$ cat src/rtl/mmap_apb_guard_pkg.sv
// Shared types and constants for the mmap -> APB guard stage.
//   guard_state_e        : FSM encoding (IDLE, REQ, RESP, ABORT)
//   MMAP_GUARD_ERR_RDATA : default read data returned on a timed-out access
//   ERR_CNT_W            : width of the saturating timeout counter output
package mmap_apb_guard_pkg;

  typedef enum logic [1:0] {
    IDLE  = 2'd0,
    REQ   = 2'd1,
    RESP  = 2'd2,
    ABORT = 2'd3
  } guard_state_e;

  localparam logic [31:0] MMAP_GUARD_ERR_RDATA = 32'hDEAD_BEEF;
  localparam int          ERR_CNT_W            = 8;

endpackage

$ cat src/rtl/mmap_apb_guard.sv
// Registered guard between the core's native mmap master port and the APB
// wrapper's mmap slave port. Each upstream request is latched and issued
// downstream; the response is registered and returned as a one-cycle pulse.
// A downstream access that never completes is aborted after a bounded wait,
// answered with ERR_RDATA, and recorded in the error registers.
//
// Ports
//   clk_i, rst_i          : clock, synchronous active-high reset
//   s_mmap_*              : upstream slave side (valid/addr/wdata/wstrb in,
//                           rdata/ready out; ready is a completion pulse)
//   m_mmap_*              : downstream master side (registered request out,
//                           rdata/ready in)
//   err_clr_i             : clears the sticky interrupt
//   err_irq_o             : sticky timeout interrupt
//   err_addr_o, err_wr_o  : address / direction of the latest timed-out access
//   err_cnt_o             : saturating count of timeouts
module mmap_apb_guard
  import mmap_apb_guard_pkg::*;
#(
  parameter int          TIMEOUT_CYCLES = 256,
  parameter int          CNT_W          = 16,
  parameter logic [31:0] ERR_RDATA      = MMAP_GUARD_ERR_RDATA
) (
  input  logic                 clk_i,
  input  logic                 rst_i,
  input  logic                 s_mmap_valid_i,
  input  logic [31:0]          s_mmap_addr_i,
  input  logic [31:0]          s_mmap_wdata_i,
  input  logic [3:0]           s_mmap_wstrb_i,
  output logic [31:0]          s_mmap_rdata_o,
  output logic                 s_mmap_ready_o,
  output logic                 m_mmap_valid_o,
  output logic [31:0]          m_mmap_addr_o,
  output logic [31:0]          m_mmap_wdata_o,
  output logic [3:0]           m_mmap_wstrb_o,
  input  logic [31:0]          m_mmap_rdata_i,
  input  logic                 m_mmap_ready_i,
  input  logic                 err_clr_i,
  output logic                 err_irq_o,
  output logic [31:0]          err_addr_o,
  output logic                 err_wr_o,
  output logic [ERR_CNT_W-1:0] err_cnt_o
);

  // The first REQ cycle issues the access; TIMEOUT_CYCLES further cycles of
  // waiting are allowed before giving up, so the abort fires when the wait
  // counter (0 in the first REQ cycle) reaches TIMEOUT_CYCLES.
  localparam logic [CNT_W-1:0] TMO_LAST = CNT_W'(TIMEOUT_CYCLES);

  guard_state_e         state_q, state_d;
  logic [CNT_W-1:0]     cnt_q;
  logic [31:0]          addr_p0;
  logic [31:0]          wdata_p0;
  logic [3:0]           wstrb_p0;
  logic [31:0]          rdata_p1;
  logic                 err_irq_q;
  logic [31:0]          err_addr_q;
  logic                 err_wr_q;
  logic [ERR_CNT_W-1:0] err_cnt_q;

  function automatic logic [CNT_W-1:0] cnt_sat_inc(input logic [CNT_W-1:0] v);
    return (&v) ? v : v + CNT_W'(1);
  endfunction

  function automatic logic [ERR_CNT_W-1:0] err_sat_inc(input logic [ERR_CNT_W-1:0] v);
    return (&v) ? v : v + ERR_CNT_W'(1);
  endfunction

  always_comb begin
    state_d = state_q;
    case (state_q)
      IDLE:  if (s_mmap_valid_i) state_d = REQ;
      REQ: begin
        // A ready arriving in the timeout cycle still completes normally.
        if (m_mmap_ready_i)
          state_d = RESP;
        else if ((TIMEOUT_CYCLES != 0) && (cnt_q == TMO_LAST))
          state_d = ABORT;
      end
      RESP:    state_d = IDLE;
      ABORT:   state_d = IDLE;
      default: state_d = IDLE;
    endcase
  end

  always_ff @(posedge clk_i) begin
    if (rst_i) begin
      state_q    <= IDLE;
      cnt_q      <= '0;
      addr_p0    <= '0;
      wdata_p0   <= '0;
      wstrb_p0   <= '0;
      rdata_p1   <= '0;
      err_irq_q  <= 1'b0;
      err_addr_q <= '0;
      err_wr_q   <= 1'b0;
      err_cnt_q  <= '0;
    end else begin
      state_q <= state_d;
      case (state_q)
        // Stage p0: request capture
        IDLE: begin
          cnt_q <= '0;
          if (s_mmap_valid_i) begin
            addr_p0  <= s_mmap_addr_i;
            wdata_p0 <= s_mmap_wdata_i;
            wstrb_p0 <= s_mmap_wstrb_i;
          end
        end
        // Stage p1: response capture (writes pass rdata through unchanged)
        REQ: begin
          cnt_q <= cnt_sat_inc(cnt_q);
          if (m_mmap_ready_i) rdata_p1 <= m_mmap_rdata_i;
        end
        ABORT: begin
          err_addr_q <= addr_p0;
          err_wr_q   <= |wstrb_p0;
          err_cnt_q  <= err_sat_inc(err_cnt_q);
        end
        default: ;
      endcase
      // A new abort outranks a simultaneous clear request.
      if (state_q == ABORT)
        err_irq_q <= 1'b1;
      else if (err_clr_i)
        err_irq_q <= 1'b0;
    end
  end

  assign m_mmap_valid_o = (state_q == REQ);
  assign m_mmap_addr_o  = addr_p0;
  assign m_mmap_wdata_o = wdata_p0;
  assign m_mmap_wstrb_o = wstrb_p0;
  assign s_mmap_ready_o = (state_q == RESP) || (state_q == ABORT);
  assign s_mmap_rdata_o = (state_q == ABORT) ? ERR_RDATA :
                          (state_q == RESP)  ? rdata_p1  : '0;
  assign err_irq_o      = err_irq_q;
  assign err_addr_o     = err_addr_q;
  assign err_wr_o       = err_wr_q;
  assign err_cnt_o      = err_cnt_q;

endmodule

$ cat config.mk
export PLATFORM = sky130hd
export DESIGN_NAME = mmap_apb_guard
export DESIGN_NICKNAME = d
export VERILOG_FILES = /design/src/rtl/mmap_apb_guard_pkg.sv /design/src/rtl/mmap_apb_guard.sv
export SDC_FILE = /design/constraint.sdc
export NUM_CORES = 1
export LEC_CHECK = 0
export ABC_CLOCK_PERIOD_IN_PS = 1900
export BUFFER_PORTS_ARGS = -buffer_cell sky130_fd_sc_hd__buf_2
export CAP_MARGIN = 10
export CORE_MARGIN = 2
export CORE_UTILIZATION = 44
export DETAILED_ROUTE_END_ITERATION = 10
export PLACE_DENSITY_LB_ADDON = 0.15
export SLEW_MARGIN = 5
export SYNTH_ARGS = -nofsm -noshare
export SYNTH_HDL_FRONTEND = slang
export SYNTH_SLANG_ARGS = --single-unit
export TNS_END_PERCENT = 30
$ cat constraint.sdc
create_clock -name clk_i -period 1.9 [get_ports clk_i]
set_clock_uncertainty 0.2 [all_clocks]
set_input_delay 0 -clock clk_i [delete_from_list [all_inputs] [get_ports clk_i]]
set_output_delay 0 -clock clk_i [all_outputs]
set_load 0.05 [all_outputs]
==> impl_metrics.ini <==
[placed_design]
place_congestion = 0.848
place_ws_ps = 147
port_buffers = 248
dp_hpwl_um = 12300

[logic_synthesis]
yosysSeqAreaShare_pct = 51.7
synth_edf_count = 0
synth.area.top_cells = dfxtp_1, nand2_1, a21oi_1, nor2_1, clkbuf_1
synth.distinct_cells = 46
async_reset_ff_share_pct = 0
avgSynthCellArea_um2 = 7.73
ys_warn_count = 0
netlist_area_mm2 = 0.00620
syn-num-nets = 910
yosysMostFrequentCell = nand2_1
ys_seq_elements = 160
ys.flop_type = dfxtp_1
syn_inst = 802
yosysTopAreaCell = dfxtp_1
synth.top_cells.by_count = nand2_1, dfxtp_1, a21oi_1
synth_top_cell_area_share_pct = 51.7

[die]
die_w_um = 123
dieArea_mm2 = 0.0151
fp-row-count = 43
core_region_area_mm2 = 0.0138
ioPinCount = 249
die_height_um = 123
start_util_pct = 44.8

[timing]
setup_violations = 0
hold_violations = 0
rsz0062_at_grt = true
max_freq_mhz = 544
holdWs_ps = 158
worst_pin_slew_ps = 902
period_needed_ps = 1840
worst_slack_ps = 61.5
period_share_pct = 96.8
slew_viol_final = 0
relSlewSlack_pct = 39.2

[worst_setup_path]
required_ps = 1700
crit_chain = buf_6 > inv_2 > buf_12 > nor2_1 > clkbuf_4
crit_start = state_q[1]
reg2reg_to = cnt_q[14]
cp_num_cells = 5
ff2ff_setup_slack_ps = 100
r2r_cells = 5
crit_path_max_fanout = 27
worstSetupPathType = register to output pin
crit_path_end = s_mmap_rdata_o[13]
cp_top_family = buffers and inverters
cp-end-kind = output pin
worstPathArrival_ps = 1640
worst_setup_path_start_kind = register
cp_slowest_cell = dfxtp_1
worstReg2RegStart = cnt_q[0]
crit_path_max_incr_delay_ps = 410
critPathBufInv = 4

[clocking]
h-tree-depth = 4
cts_buffer_depth = 2
post_cts_buffers = 0
clk_pin_slew_ps = 60
cts_buffers = 17
tritoncts = yes
clk_latency_ps = 420
root_buffer = clkbuf_16
cts.sinks = 160

[routing]
dr.pass1.iters = 5
routed_via_density = 5.01
wl_um = 19600
drt_iter0_drc = 380
vias = 6731
ant_nets = 0
drt-wirelength-per-cell_um = 14.6
drc = 0

[grt]
antenna_found_initial = 0
grt_usage_pct = 25.4
grt_pass1_wl_um = 30300
grt_max_degree = 79
grt_overflow = 0
grt_pass1_vias = 6187

[power]
p_per_area_mw_per_mm2 = 861
leakagePower_nw = 4.14
finalPower_mw = 8.16
ir_worst_vdd_mv = 0.621

[finish]
layout.nets = 1260
antennaDiodeCount = 0
layout-drive-gt1-share_pct = 28.5
fillCellCount = 1137
postLayoutCoreUtil_pct = 68.5
syn_to_final_growth_pct = 52.8

[worst_hold_path]
hp-class = primary input to register

[flow_run]
cap_violations = 0

[run_status]
status = completed
logic make-up (layout without fill, tap and decap cells):
kind of cell / count (synthesis) / count (layout) / share of synthesized area, %
buf+inv: 63 / 424 / 4.22
fa+ha+maj: 3 / 3 / 0.606
compound gates: 178 / 178 / 16.1
mux: 2 / 2 / 0.404
simple gates: 391 / 391 / 26.3
flops: 160 / 160 / 51.7
xor+xnor: 5 / 5 / 0.706
layout make-up:
| class | count | area, um2 | area share, % |
|---|---|---|---|
| flip-flops and latches | 160 | 3210 | 33.9 |
| multi-input cells | 579 | 2760 | 29.1 |
| repair buffers | 386 | 2670 | 28.2 |
| clock buffers | 24 | 472 | 4.98 |
| well taps | 180 | 225 | 2.38 |
| clock inverters | 6 | 108 | 1.14 |
| inverters | 8 | 30.0 | 0.317 |
state kept, by name, summed over array words and instances (netlist names):
signal and cells:
cnt_q 16, err_addr_o 32, err_cnt_o 8, err_irq_o 1, err_wr_o 1, m_mmap_addr_o 32, m_mmap_wdata_o 32, m_mmap_wstrb_o 4
rdata_p1 32, state_q 2
per-layer routing:
metal  GRT usage [%]  up-vias  share of wire (%)
li1                -     3369                  -
met1            30.0     3065                 41
met2            42.1      245                 49
met3            8.36       52                7.0
met4            10.6        0                2.8
met5               0        -                  0
how the worst min path moves through the flow:
stage	from	to	slack, ps	cells past startpoint
floorplan	m_mmap_rdata_i[14]	rdata_p1[14]	-60	2
detailed placement	s_mmap_wdata_i[15]	m_mmap_wdata_o[15]	50	3
finish	s_mmap_wstrb_i[1]	m_mmap_wstrb_o[1]	160	4
CTS	s_mmap_wdata_i[17]	m_mmap_wdata_o[17]	140	4
global route	s_mmap_wstrb_i[1]	m_mmap_wstrb_o[1]	160	4
global placement	s_mmap_wdata_i[7]	m_mmap_wdata_o[7]	40	3
metrics by stage:
stage	area (um2)	cells	setup TNS (ps)
after floorplan	6210	802	-600
after global placement	7790	1209	0
after detailed placement	7790	1209	0
after CTS	9420	1343	0
after global routing	9470	1343	-39.3
final	9470	1343	0
placed cells by master, fill, tap and decap left out, types with 3 or more instances in the layout:
cell             n
nor2_1          58
and2_1           3
buf_12           6
a31oi_1         13
ha_1             3
o21ai_0          7
nand4_1          3
buf_4           38
bufinv_16        3
nor2_2           5
inv_1            7
xnor2_1          5
dfxtp_1        156
nor3_2           4
nand2_1        276
nor4b_1          3
clkbuf_1         5
nand3_1          5
a21oi_1        139
clkbuf_4         9
a311oi_1         3
clkbuf_16       17
and3_1          14
dlygate4sd3_1  104
a211oi_1         4
dfxtp_2          3
buf_2          227
nor4_1           5
power breakdown:
part / internal [mW] / total, mW / switching [mW]
sequential: 3.48 / 3.55 / 0.0738
combinational: 0.432 / 1.21 / 0.778
clock: 2.12 / 3.40 / 1.28
what timing repair did:
action | in CTS | in global routing
hold buffers | 104 | 0
endpoints found under the hold margin | 115 | 0
resized for setup | 6 | 27
setup endpoints to repair | 12 | 40
worst min-delay path, delay by kind of cell:
kind | cells | cell delay, ps
AOI/OAI and AO/OA | 1 | 50
buffers and inverters | 2 | 640
and+or+nand+nor | 1 | 50
Note: power is estimated with default switching activity, not from simulation.
